File: src/rtl/button_input.sv
// button_input: debounced front panel buttons with LED toggles and a
// mode button that distinguishes short and long presses.
//
// Ports:
//   clock       system clock, all logic on the rising edge
//   reset       synchronous, active-high reset
//   button_n    6 raw asynchronous push-buttons, active-low
//   mode_n      raw asynchronous mode push-button, active-low
//   led_enable  per-button toggle state
//   press_pulse one-clock strobe per accepted button press
//   mtne_mode   maintenance-mode flag, toggled by a long mode press
//   mode_state  current mode-button FSM state (debug visibility)
//
// Handshake: press_pulse is a valid-only strobe with no ready. Each set
// bit is high for exactly one clock per accepted press, and led_enable
// already shows the toggled value in that same clock.
module button_input #(
  parameter int TICK_DIV       = 100000,
  parameter int DEBOUNCE_TICKS = 4,
  parameter int LONG_TICKS     = 50
) (
  input  logic       clock,
  input  logic       reset,
  input  logic [5:0] button_n,
  input  logic       mode_n,
  output logic [5:0] led_enable,
  output logic [5:0] press_pulse,
  output logic       mtne_mode,
  output logic [1:0] mode_state
);

  localparam int TW = $clog2(TICK_DIV + 1);
  localparam int DW = $clog2(DEBOUNCE_TICKS + 1);
  localparam int HW = $clog2(LONG_TICKS + 1);

  typedef enum logic [1:0] {
    IDLE         = 2'd0,
    HOLD         = 2'd1,
    WAIT_RELEASE = 2'd2
  } mode_state_t;

  // Bit 6 is the mode button, bits 5:0 are the six panel buttons.
  logic [6:0]    raw;
  logic [6:0]    sync1;
  logic [6:0]    sync2;
  logic [TW-1:0] tick_cnt;
  logic          tick;
  logic [6:0]    db_level;
  logic [DW-1:0] db_cnt [7];
  logic [DW-1:0] db_inc [7];
  logic [6:0]    accept;
  logic [5:0]    press_now;

  mode_state_t   state;
  mode_state_t   state_next;
  logic [HW-1:0] hold_cnt;
  logic [HW-1:0] hold_next;
  logic          mode_pressed;
  logic          mtne_toggle;
  logic          short_clear;

  assign raw = {mode_n, button_n};

  // Synchronizers reset to the released level so a button held through
  // reset is seen as a fresh press afterwards.
  always_ff @(posedge clock) begin
    if (reset) begin
      sync1 <= '1;
      sync2 <= '1;
    end else begin
      sync1 <= raw;
      sync2 <= sync1;
    end
  end

  assign tick = (tick_cnt == TW'(TICK_DIV - 1));

  always_ff @(posedge clock) begin
    if (reset) begin
      tick_cnt <= '0;
    end else if (tick) begin
      tick_cnt <= '0;
    end else begin
      tick_cnt <= tick_cnt + TW'(1);
    end
  end

  // A new level is accepted on the tick where the run of consecutive
  // disagreeing samples reaches DEBOUNCE_TICKS.
  always_comb begin
    for (int i = 0; i < 7; i++) begin
      db_inc[i] = db_cnt[i] + DW'(1);
      accept[i] = tick && (sync2[i] != db_level[i]) &&
                  (db_inc[i] == DW'(DEBOUNCE_TICKS));
    end
  end

  always_ff @(posedge clock) begin
    if (reset) begin
      db_level <= '1;
      for (int i = 0; i < 7; i++) begin
        db_cnt[i] <= '0;
      end
    end else if (tick) begin
      for (int i = 0; i < 7; i++) begin
        if (sync2[i] == db_level[i]) begin
          db_cnt[i] <= '0;
        end else if (accept[i]) begin
          db_level[i] <= sync2[i];
          db_cnt[i]   <= '0;
        end else begin
          db_cnt[i] <= db_inc[i];
        end
      end
    end
  end

  // Only released->pressed acceptances (new level 0) count as presses.
  assign press_now    = accept[5:0] & ~sync2[5:0];
  assign mode_pressed = ~db_level[6];

  always_comb begin
    state_next  = state;
    hold_next   = hold_cnt;
    mtne_toggle = 1'b0;
    short_clear = 1'b0;
    case (state)
      IDLE: begin
        if (mode_pressed) begin
          state_next = HOLD;
          hold_next  = '0;
        end
      end
      HOLD: begin
        if (!mode_pressed) begin
          short_clear = 1'b1;
          state_next  = IDLE;
        end else if (tick) begin
          if (hold_cnt + HW'(1) == HW'(LONG_TICKS)) begin
            hold_next   = HW'(LONG_TICKS);
            mtne_toggle = 1'b1;
            state_next  = WAIT_RELEASE;
          end else begin
            hold_next = hold_cnt + HW'(1);
          end
        end
      end
      WAIT_RELEASE: begin
        // hold_cnt stays saturated here; only the release matters.
        if (!mode_pressed) begin
          state_next = IDLE;
        end
      end
      default: begin
        state_next = IDLE;
      end
    endcase
  end

  always_ff @(posedge clock) begin
    if (reset) begin
      state       <= IDLE;
      hold_cnt    <= '0;
      led_enable  <= '0;
      press_pulse <= '0;
      mtne_mode   <= 1'b0;
    end else begin
      state       <= state_next;
      hold_cnt    <= hold_next;
      press_pulse <= press_now;
      // A short-press clear wins over any toggle landing in the same clock.
      led_enable  <= short_clear ? 6'b0 : (led_enable ^ press_now);
      if (mtne_toggle) begin
        mtne_mode <= ~mtne_mode;
      end
    end
  end

  assign mode_state = state;

endmodule

File: config.mk
export PLATFORM = sky130hd
export DESIGN_NAME = button_input
export DESIGN_NICKNAME = d
export VERILOG_FILES = /design/src/rtl/button_input.sv
export SDC_FILE = /design/constraint.sdc
export NUM_CORES = 1
export LEC_CHECK = 0
export BUFFER_PORTS_ARGS = -buffer_cell sky130_fd_sc_hd__buf_4
export CAP_MARGIN = 20
export CORE_ASPECT_RATIO = 0.6
export CORE_UTILIZATION = 46
export DETAILED_ROUTE_END_ITERATION = 6
export PLACE_DENSITY_LB_ADDON = 0.25
export SETUP_SLACK_MARGIN = 0.1
export SLEW_MARGIN = 20
export SYNTH_ARGS = -nofsm -noshare
export SYNTH_HDL_FRONTEND = slang
export SYNTH_SLANG_ARGS = --single-unit
File: constraint.sdc
create_clock -name clock -period 2.5 [get_ports clock]
set_clock_uncertainty 0.15 [all_clocks]
set_input_delay 0.5 -clock clock [delete_from_list [all_inputs] [get_ports clock]]
set_output_delay 0.5 -clock clock [all_outputs]
set_load 0.02 [all_outputs]
==> flow_summary.json <==
{
  "hold_class": "primary input to register",
  "slew_viol_final": 0,
  "fill_cells": 626,
  "syn_nets": 389,
  "cts.clk_slew.worst_paths_ps": 60,
  "multi_input_area_um2": 1670,
  "gp_congestion": 0.790,
  "peakVddDrop_mv": 0.359,
  "stdcell_area_um2": 4180,
  "period_share_pct": 84.1,
  "maxCapViolCount": 0,
  "synth_top_area_cell": "dfxtp_1",
  "routed_wirelength_mm": 7.21,
  "rows": 24,
  "required_ps": 2390,
  "netlist_top_cells_area": "dfxtp_1, edfxtp_1, ha_1",
  "wl_per_cell_um": 14.5,
  "htreeDepth": 3,
  "num_antenna_cells": 0,
  "cts_resized": 0,
  "worstPathMaxFanout": 9,
  "powerDensity_nw_per_um2": 654,
  "yosysTopAreaCellShare_pct": 32.9,
  "grt_max_degree": 28,
  "postPlaceCellArea_um2": 3900,
  "coreArea_um2": 7420,
  "setup_tns_ps": 0,
  "cts_sinks": 80,
  "grt_pass1_wl_mm": 11.7,
  "via_per_inst": 5.36,
  "first_global_vias": 2405,
  "seq_area_frac_synth_pct": 50.4,
  "synth_seq_cells": 80,
  "period_needed_ps": 2100,
  "criticalPathCategory": "register to register",
  "critPathCaptureType": "register",
  "io_pins": 24,
  "die_h_um": 70.5,
  "regArea_um2": 1810,
  "cts_buffer_depth": 2,
  "track_usage_pct": 19.4,
  "p_leak_uw": 0.00153,
  "dr.first_iter.drc_count": 139,
  "ant_nets": 0,
  "syn_avg_cell_area_um2": 9.90,
  "worstMarginPinSlew_ps": 579,
  "finalPower_uw": 2730,
  "async_flop_share_pct": 0,
  "critPathLaunchType": "register",
  "synth_edf_count": 21,
  "die_w_um": 116,
  "synth_warnings": 0,
  "rsz0062_at_grt": "false",
  "die_area_um2": 8180,
  "dp.cells": 482,
  "status": "completed",
  "finalHoldViolations": 0,
  "cts_tree": "done",
  "final_nets": 415,
  "crit_arrival_ps": 1990,
  "antenna_found_initial": 0,
  "portBuffers": 23,
  "postCtsSetupBuffers": 0,
  "initial_core_util_pct": 48.4,
  "stdcell_count": 497,
  "synthCells": 363,
  "fmax_mhz": 476,
  "relSlewSlack_pct": 61.3,
  "cts_buffers": 9,
  "drc": 0,
  "hpwl_mm": 5.00,
  "vias": 2666,
  "syn_area_um2": 3590,
  "worstSkewPairLatency_ps": 340,
  "synth_cell_types": 41,
  "grt_overflow_total": 0,
  "ctsHoldBuffers": 0,
  "drive_above_1_share_pct": 16.0,
  "clock-root-buffer": "clkbuf_16",
  "setup_violations": 0,
  "ys.flop_type": "dfxtp_1",
  "fin_util_pct": 56.4,
  "drt_pass1_iterations": 4,
  "area_delta_synth_final_pct": 16.4
}
worst max-delay path, stage by stage (launching register included):
cell,delay (ps)
dfxtp_1,340
ha_1,230
and4bb_2,250
nand4_1,330
nand2_1,270
buf_4,230
cells in the mapped netlist (2+ instances only):
cell        n
a21oi_1    12
a31oi_1     5
and3_1      5
and4_1      3
buf_2       5
clkbuf_1   10
dfxtp_1    59
edfxtp_1   21
ha_1       17
inv_1      11
nand2_1    23
nand3_1    16
nand3b_1    5
nand4_1    25
nand4b_1    6
nor2_1     34
nor2b_1     9
o211ai_1    3
o21ai_0    18
o2bb2ai_1   2
o31ai_1     2
or2_2      15
or3_1      13
or4_1       3
xnor2_1     3
xor2_1     23
power breakdown:
part | switching, µW | total, µW | internal (µW) | leakage (µW)
registers | 20.0 | 1380 | 1360 | 0.000679
logic | 61.1 | 107 | 45.7 | 0.000721
clock network | 485 | 1250 | 762 | 0.000133
total | 566 | 2730 | 2170 | 0.00153
area by class of cell:
type	instances	area share, %
Sequential cell	80	43.3
Multi-Input combinational cell	255	39.8
Clock buffer	11	5.57
Inverter	11	0.988
Clock inverter	4	1.11
Tap cell	104	3.11
Timing Repair Buffer	32	6.05
state kept, by name, indices dropped and copies added (netlist names):
| register | cells |
|---|---|
| press_pulse | 6 |
| led_enable | 6 |
| db_cnt | 21 |
| hold_cnt | 6 |
| sync2 | 7 |
| mtne_mode | 1 |
| mode_state | 2 |
| sync1 | 7 |
| tick_cnt | 17 |
| db_level | 7 |
kinds of logic (layout without fill, tap and decap cells):
family          after synthesis  after routing  share of synthesized area [%]
compound gates               47             47                           7.73
simple gates                164            164                           26.1
buf+inv                      28             58                           3.20
mux                           1              1                          0.313
flops                        80             80                           50.4
xor+xnor                     26             26                           6.34
fa+ha+maj                    17             17                           5.92
path summary, 6_finish.rpt:
kind	slack [ps]	start	cells after the start	end
hold / removal	190	button_n[2]	2	sync1[2]
setup / recovery	400	tick_cnt[0]	5	db_cnt[6][2]
hold reg to reg	250	sync1[1]	1	sync2[1]
setup reg to reg	400	tick_cnt[0]	5	db_cnt[6][2]
stage by stage:
step | hold slack (ps) | setup slack [ps]
global route | 181 | 267
floorplan | 239 | 451
finish | 193 | 398
global placement | 242 | 461
CTS | 177 | 397
detailed placement | 244 | 415
layout by cell type, fill, tap and decap left out, types with 2 or more instances in the layout:
cell type / netlist / final
xnor2_1: 3 / 3
a31oi_1: 5 / 5
or2_2: 15 / 15
o2bb2ai_1: 2 / 2
nand2_1: 23 / 23
clkbuf_1: 10 / 2
and4_1: 3 / 3
a21oi_1: 12 / 12
o211ai_1: 3 / 3
o21ai_0: 18 / 18
xor2_1: 23 / 23
nand3b_1: 5 / 5
dfxtp_1: 59 / 59
inv_1: 11 / 11
o31ai_1: 2 / 2
nor2_1: 34 / 34
ha_1: 17 / 17
edfxtp_1: 21 / 21
nand4b_1: 6 / 6
nand4_1: 25 / 25
or3_1: 13 / 13
nand3_1: 16 / 16
and3_1: 5 / 5
or4_1: 3 / 3
buf_4: 1 / 31
nor2b_1: 9 / 9
clkbuf_16: 0 / 9
metal layers:
metal	part of all wire [%]	wire (µm)	global-route usage, %
met3	6.6	478	8.42
met5	0	0	0
met2	41	2950	26.6
met1	52	3720	27.0
met4	1.0	73	5.98
No activity file was read; power rests on OpenSTA's default activity.
